--- config.mk ---
export PLATFORM = sky130hd
export DESIGN_NAME = mac_accumulator
export DESIGN_NICKNAME = d
export VERILOG_FILES = /design/src/rtl/mac_pkg.sv /design/src/rtl/mac_accumulator_mult.sv /design/src/rtl/mac_accumulator.sv
export SDC_FILE = /design/constraint.sdc
export NUM_CORES = 1
export LEC_CHECK = 0
export BUFFER_PORTS_ARGS = -buffer_cell sky130_fd_sc_hd__buf_4
export CORE_AREA = 2 2 118 91
export CTS_CLUSTER_SIZE = 28
export DETAILED_ROUTE_END_ITERATION = 12
export DIE_AREA = 0 0 120 93
export GPL_ROUTABILITY_DRIVEN = 0
export PLACE_DENSITY = 0.66
export SLEW_MARGIN = 20
export SYNTH_ARGS = -nofsm -noshare
export SYNTH_HDL_FRONTEND = slang
export SYNTH_SLANG_ARGS = --single-unit
export TNS_END_PERCENT = 1
--- constraint.sdc ---
create_clock -name clk -period 2.45 [get_ports clk]
set_input_delay 0.1225 -clock clk [delete_from_list [all_inputs] [get_ports clk]]
set_output_delay 0.1225 -clock clk [all_outputs]
set_load 0.05 [all_outputs]
--- src/rtl/mac_pkg.sv ---
// Shared types and default widths for the MAC accumulator block.
//   mac_state_t : top-level control states
//   MAC_*       : default parameter values for operand, accumulator, counter
package mac_pkg;

    typedef enum logic [1:0] {
        IDLE = 2'd0,
        MULT = 2'd1,
        ACC  = 2'd2,
        HOLD = 2'd3
    } mac_state_t;

    localparam int MAC_WIDTH = 8;
    localparam int MAC_ACC_W = 24;
    localparam int MAC_CNT_W = 8;

endpackage

--- src/rtl/mac_accumulator_mult.sv ---
// Sequential shift-add multiplier, unsigned, fixed WIDTH-cycle latency.
//   clk, rst_n : clock, async active-low reset
//   start      : capture a/b and begin (ignored only by the caller's gating)
//   a, b       : operands; b is consumed LSB first
//   busy       : a multiply is in progress
//   done       : high during the cycle whose edge performs the final step
//   product    : 2*WIDTH-bit result, valid after the edge where done was high
module shift_add_mult #(
    parameter int WIDTH = mac_pkg::MAC_WIDTH
) (
    input  logic               clk,
    input  logic               rst_n,
    input  logic               start,
    input  logic [WIDTH-1:0]   a,
    input  logic [WIDTH-1:0]   b,
    output logic               busy,
    output logic               done,
    output logic [2*WIDTH-1:0] product
);
    localparam int CW = (WIDTH > 1) ? $clog2(WIDTH) : 1;

    logic [2*WIDTH-1:0] mcand_q;
    logic [WIDTH-1:0]   mplier_q;
    logic [2*WIDTH-1:0] prod_q, prod_d;
    logic [CW-1:0]      cnt_q;
    logic               busy_q;
    logic               last_step;

    // No early exit: every multiply takes exactly WIDTH steps.
    assign last_step = busy_q && (cnt_q == CW'(WIDTH - 1));
    assign prod_d    = mplier_q[0] ? (prod_q + mcand_q) : prod_q;

    always_ff @(posedge clk or negedge rst_n) begin
        if (!rst_n) begin
            mcand_q  <= '0;
            mplier_q <= '0;
            prod_q   <= '0;
            cnt_q    <= '0;
            busy_q   <= 1'b0;
        end else if (start) begin
            mcand_q  <= (2*WIDTH)'(a);
            mplier_q <= b;
            prod_q   <= '0;
            cnt_q    <= '0;
            busy_q   <= 1'b1;
        end else if (busy_q) begin
            prod_q   <= prod_d;
            mcand_q  <= mcand_q << 1;
            mplier_q <= mplier_q >> 1;
            cnt_q    <= cnt_q + CW'(1);
            if (last_step) busy_q <= 1'b0;
        end
    end

    assign busy    = busy_q;
    assign done    = last_step;
    assign product = prod_q;

endmodule

--- src/rtl/mac_accumulator.sv ---
// Multiply-accumulate over batches of operand pairs.
//   in_valid/in_ready/in_a/in_b/in_last : operand pair handshake
//   out_valid/out_ready                  : batch result handshake
//   out_acc   : running sum of products, modulo 2^ACC_W
//   out_count : running pair count, saturating
//   out_ovf   : sticky carry-out of the accumulator within the batch
module mac_accumulator
    import mac_pkg::*;
#(
    parameter int WIDTH = MAC_WIDTH,
    parameter int ACC_W = MAC_ACC_W,
    parameter int CNT_W = MAC_CNT_W
) (
    input  logic             clk,
    input  logic             rst_n,
    input  logic             in_valid,
    output logic             in_ready,
    input  logic [WIDTH-1:0] in_a,
    input  logic [WIDTH-1:0] in_b,
    input  logic             in_last,
    output logic             out_valid,
    input  logic             out_ready,
    output logic [ACC_W-1:0] out_acc,
    output logic [CNT_W-1:0] out_count,
    output logic             out_ovf
);
    mac_state_t         state_q;
    logic               in_ready_q, out_valid_q, last_q;
    logic [ACC_W-1:0]   acc_q, acc_d;
    logic [CNT_W-1:0]   cnt_q, cnt_d;
    logic               ovf_q, ovf_d;
    logic [ACC_W:0]     sum_w;

    logic               mult_start, mult_busy, mult_done;
    logic [2*WIDTH-1:0] mult_product;

    assign mult_start = in_valid && in_ready_q && !mult_busy;

    shift_add_mult #(.WIDTH(WIDTH)) u_mult (
        .clk     (clk),
        .rst_n   (rst_n),
        .start   (mult_start),
        .a       (in_a),
        .b       (in_b),
        .busy    (mult_busy),
        .done    (mult_done),
        .product (mult_product)
    );

    // One extra bit on the adder exposes the carry out of the accumulator.
    always_comb begin
        sum_w = {1'b0, acc_q} + (ACC_W+1)'(mult_product);
        acc_d = sum_w[ACC_W-1:0];
        ovf_d = ovf_q | sum_w[ACC_W];
        cnt_d = (cnt_q == {CNT_W{1'b1}}) ? cnt_q : cnt_q + CNT_W'(1);
    end

    always_ff @(posedge clk or negedge rst_n) begin
        if (!rst_n) begin
            state_q     <= IDLE;
            in_ready_q  <= 1'b1;
            out_valid_q <= 1'b0;
            last_q      <= 1'b0;
            acc_q       <= '0;
            cnt_q       <= '0;
            ovf_q       <= 1'b0;
        end else begin
            case (state_q)
                IDLE: if (mult_start) begin
                    last_q     <= in_last;
                    in_ready_q <= 1'b0;
                    state_q    <= MULT;
                end
                MULT: if (mult_done) state_q <= ACC;
                ACC: begin
                    acc_q <= acc_d;
                    ovf_q <= ovf_d;
                    cnt_q <= cnt_d;
                    if (last_q) begin
                        out_valid_q <= 1'b1;
                        state_q     <= HOLD;
                    end else begin
                        in_ready_q  <= 1'b1;
                        state_q     <= IDLE;
                    end
                end
                HOLD: if (out_ready) begin
                    acc_q       <= '0;
                    cnt_q       <= '0;
                    ovf_q       <= 1'b0;
                    out_valid_q <= 1'b0;
                    in_ready_q  <= 1'b1;
                    state_q     <= IDLE;
                end
                default: state_q <= IDLE;
            endcase
        end
    end

    assign in_ready  = in_ready_q;
    assign out_valid = out_valid_q;
    assign out_acc   = acc_q;
    assign out_count = cnt_q;
    assign out_ovf   = ovf_q;

endmodule

==> impl_metrics.py <==
metrics = {
    "min_path": {
        "hold_path.class": "input port to register",
        "hold_depth": 2,
    },
    "setup_path": {
        "cp-start-kind": "register",
        "crit_required_ns": 2.70,
        "path_max_fanout": 6,
        "slowest_delay_ns": 0.43,
        "cp_top_family": "compound AO/OA/AOI/OAI gates",
        "cp_slowest_cell": "or3_1",
        "r2r_slack_ns": 0.03,
        "cp.arrival_ns": 2.67,
        "cp-end-kind": "register",
        "worstPathCellList": "ha_2, nand2_1, o21ai_1, a2111oi_1, or3_1, o41ai_4, nand2_2, o31a_1, a31oi_1",
        "path_class": "register to register",
        "reg2regPathDepth": 9,
        "crit_buf_inv": 0,
        "cp_num_cells": 9,
    },
    "clock_tree": {
        "cts_buffer_depth": 2,
        "clk_latency_ns": 0.34,
        "numCtsBuffers": 9,
        "path_clk_slew_ns": 0.06,
        "h-tree-depth": 3,
        "cts_tree": "built",
        "cts-root-buf": "clkbuf_16",
        "cts.sinks": 82,
    },
    "timing": {
        "finalSetupViolations": 0,
        "report.final.slew_viol_count": 0,
        "period_share_pct": 98.6,
        "slew_headroom_pct": 45.0,
        "rsz0062_at_grt": "yes",
        "finalHoldViolCount": 0,
        "fmax_ghz": 0.414,
        "max_slew.worst_pin.slew_ns": 0.826,
        "final.setup_skew_ns": 0.00497,
        "post-route-min-period_ns": 2.42,
        "layout_setup_ws_ns": 0.0333,
        "holdWs_ns": 0.0231,
    },
    "global_routing": {
        "track_usage_pct": 20.5,
        "grt_pass1_vias": 3741,
        "antenna_found_initial": 0,
        "gr-total-overflow": 0,
        "grt_max_degree": 43,
        "grt_pass1_wl_um": 18200,
    },
    "logic_synthesis": {
        "ys_types": 56,
        "synth_top_area_cell": "dfrtp_1",
        "synthesis.area_um2": 4890,
        "postSynthAreaPerCell_um2": 9.21,
        "synth_top_area_share_pct": 41.5,
        "yosysSeqAreaShare_pct": 42.0,
        "syn-num-nets": 588,
        "async_flop_share_pct": 100,
        "synth_ff_type": "dfrtp_1",
        "synth-edff-count": 0,
        "synth_area_leaders": "dfrtp_1, ha_1, o21ai_0",
        "synth_cells": 531,
        "ys_seq_elements": 82,
        "ys.warnings.count": 0,
    },
    "job": {
        "max_cap_viol_count": 0,
    },
    "power": {
        "ir_drop_mv": 0.808,
        "p_leak_nw": 2.86,
        "power_w": 0.00812,
        "powerDensity_nw_per_um2": 1380,
    },
    "finish": {
        "utilization_pct": 58.5,
        "drive_gt1_share_pct": 18.8,
        "final_nets": 654,
        "regArea_um2": 2060,
        "multiInputGateArea_um2": 2730,
        "fillCellCount": 895,
        "layout_common_cells": "nand2_1, dfrtp_1, buf_4",
        "finalNonFillerCells": 737,
        "antenna_cells": 0,
        "syn_to_final_growth_pct": 20.3,
        "final_common_cell": "nand2_1",
    },
    "detailed_routing": {
        "drt-initial-drc-count": 187,
        "dr.pass1.iters": 4,
        "routed_wl_um": 11000,
        "routedWlPerCell_um": 14.9,
        "num_vias": 4009,
        "routed_via_density": 5.44,
        "ant_nets": 0,
        "drc": 0,
    },
    "floorplanning": {
        "ios": 56,
        "floorplan.initialDensity_pct": 48.6,
        "dieArea_um2": 11200,
        "std_cell_rows": 32,
        "core-area_um2": 10000,
        "fp.dieW_um": 120,
        "die_y_um": 93,
    },
    "placed_design": {
        "place_inst": 718,
        "dp_hpwl_um": 8000,
        "dp_worst_setup_slack_ns": 0.00680,
        "io_buffers": 55,
    },
    "run_status": {
        "status": "complete, no violations",
    },
}
## registers in the layout, indices dropped and copies added (netlist names)
register         count
last_q               1
out_ovf              1
out_count            8
out_valid            1
out_acc             24
state_q              2
u_mult.mplier_q      8
u_mult.mcand_q      16
u_mult.busy          1
u_mult.cnt_q         3
u_mult.product      16
in_ready             1
## repair_timing
action                                  4_1_cts  5_1_grt
endpoints found under the setup margin        1       13
gates resized for setup                       0       15
cloned                                        0        0
endpoints found under the hold margin        33        0
hold buffers                                  1        0
buffers inserted                              0        3
pin swaps                                     1        4
## kinds of logic (layout without fill, tap and decap cells)
kind of cell / Yosys count / count (layout) / share of synthesized area [%]
and+or+nand+nor: 167 / 167 / 15.2
AOI/OAI and AO/OA: 162 / 162 / 20.9
DFF: 82 / 82 / 42.0
adders and majority gates: 36 / 36 / 9.52
buffers and inverters: 34 / 104 / 2.97
xor gates and xnor gates: 31 / 31 / 5.55
muxes: 19 / 19 / 3.92
## cell type report
cell class,instances,share of cell area [%]
Timing Repair Buffer,74,9.49
Clock inverter,6,1.40
Tap cell,136,2.89
Multi-Input combinational cell,415,46.5
Clock buffer,9,3.83
Sequential cell,82,35.0
Inverter,15,0.957
## path summary, 6_finish.rpt
kind / from / to
max in group asynchronous: rst_n / u_mult.mcand_q[9]
worst min register to register: u_mult.mplier_q[7] / u_mult.mplier_q[6]
worst min-delay path: in_last / last_q
worst max register to register: u_mult.product[12] / out_acc[21]
worst max-delay path: u_mult.product[12] / out_acc[21]
min in group asynchronous: rst_n / out_acc[15]
## per-layer routing
| metal | GRT usage (%) | vias up | wire length (µm) |
|---|---|---|---|
| met5 | 0 | - | 0 |
| met3 | 5.30 | 6 | 420 |
| met1 | 29.4 | 1916 | 5440 |
| met4 | 4.12 | 0 | 81 |
| met2 | 31.4 | 62 | 5070 |
| li1 | - | 2025 | - |
## synth_stat cells (3+ instances only)
| master | count |
|---|---|
| nor2b_1 | 4 |
| mux2i_1 | 18 |
| o21ai_1 | 6 |
| nand2b_1 | 5 |
| xnor2_1 | 18 |
| nand4_1 | 9 |
| a21o_1 | 11 |
| nor2_1 | 23 |
| nand2_1 | 86 |
| ha_1 | 34 |
| o21ai_0 | 68 |
| inv_1 | 15 |
| nor3_1 | 7 |
| o21a_1 | 4 |
| dfrtp_1 | 81 |
| a21oi_1 | 33 |
| nand3_1 | 19 |
| a31oi_1 | 4 |
| xor2_1 | 13 |
| o21bai_1 | 3 |
| clkbuf_1 | 15 |
| o31ai_1 | 3 |
| or3_1 | 4 |
| a22o_1 | 6 |
## report_power, final
part | leakage, nW | switching [W] | internal (W)
combinational | 1.65 | 0.00263 | 0.00163
clock | 0.151 | 0.000535 | 0.000881
sequential | 1.06 | 0.000553 | 0.00189
## stage by stage
stage               TNS (ns)  instance area, µm²
CTS                        0                5820
floorplan                  0                4890
global placement           0                5500
global route          -0.110                5880
finish                     0                5880
detailed placement         0                5500
Note: power is estimated with default switching activity, not from simulation.
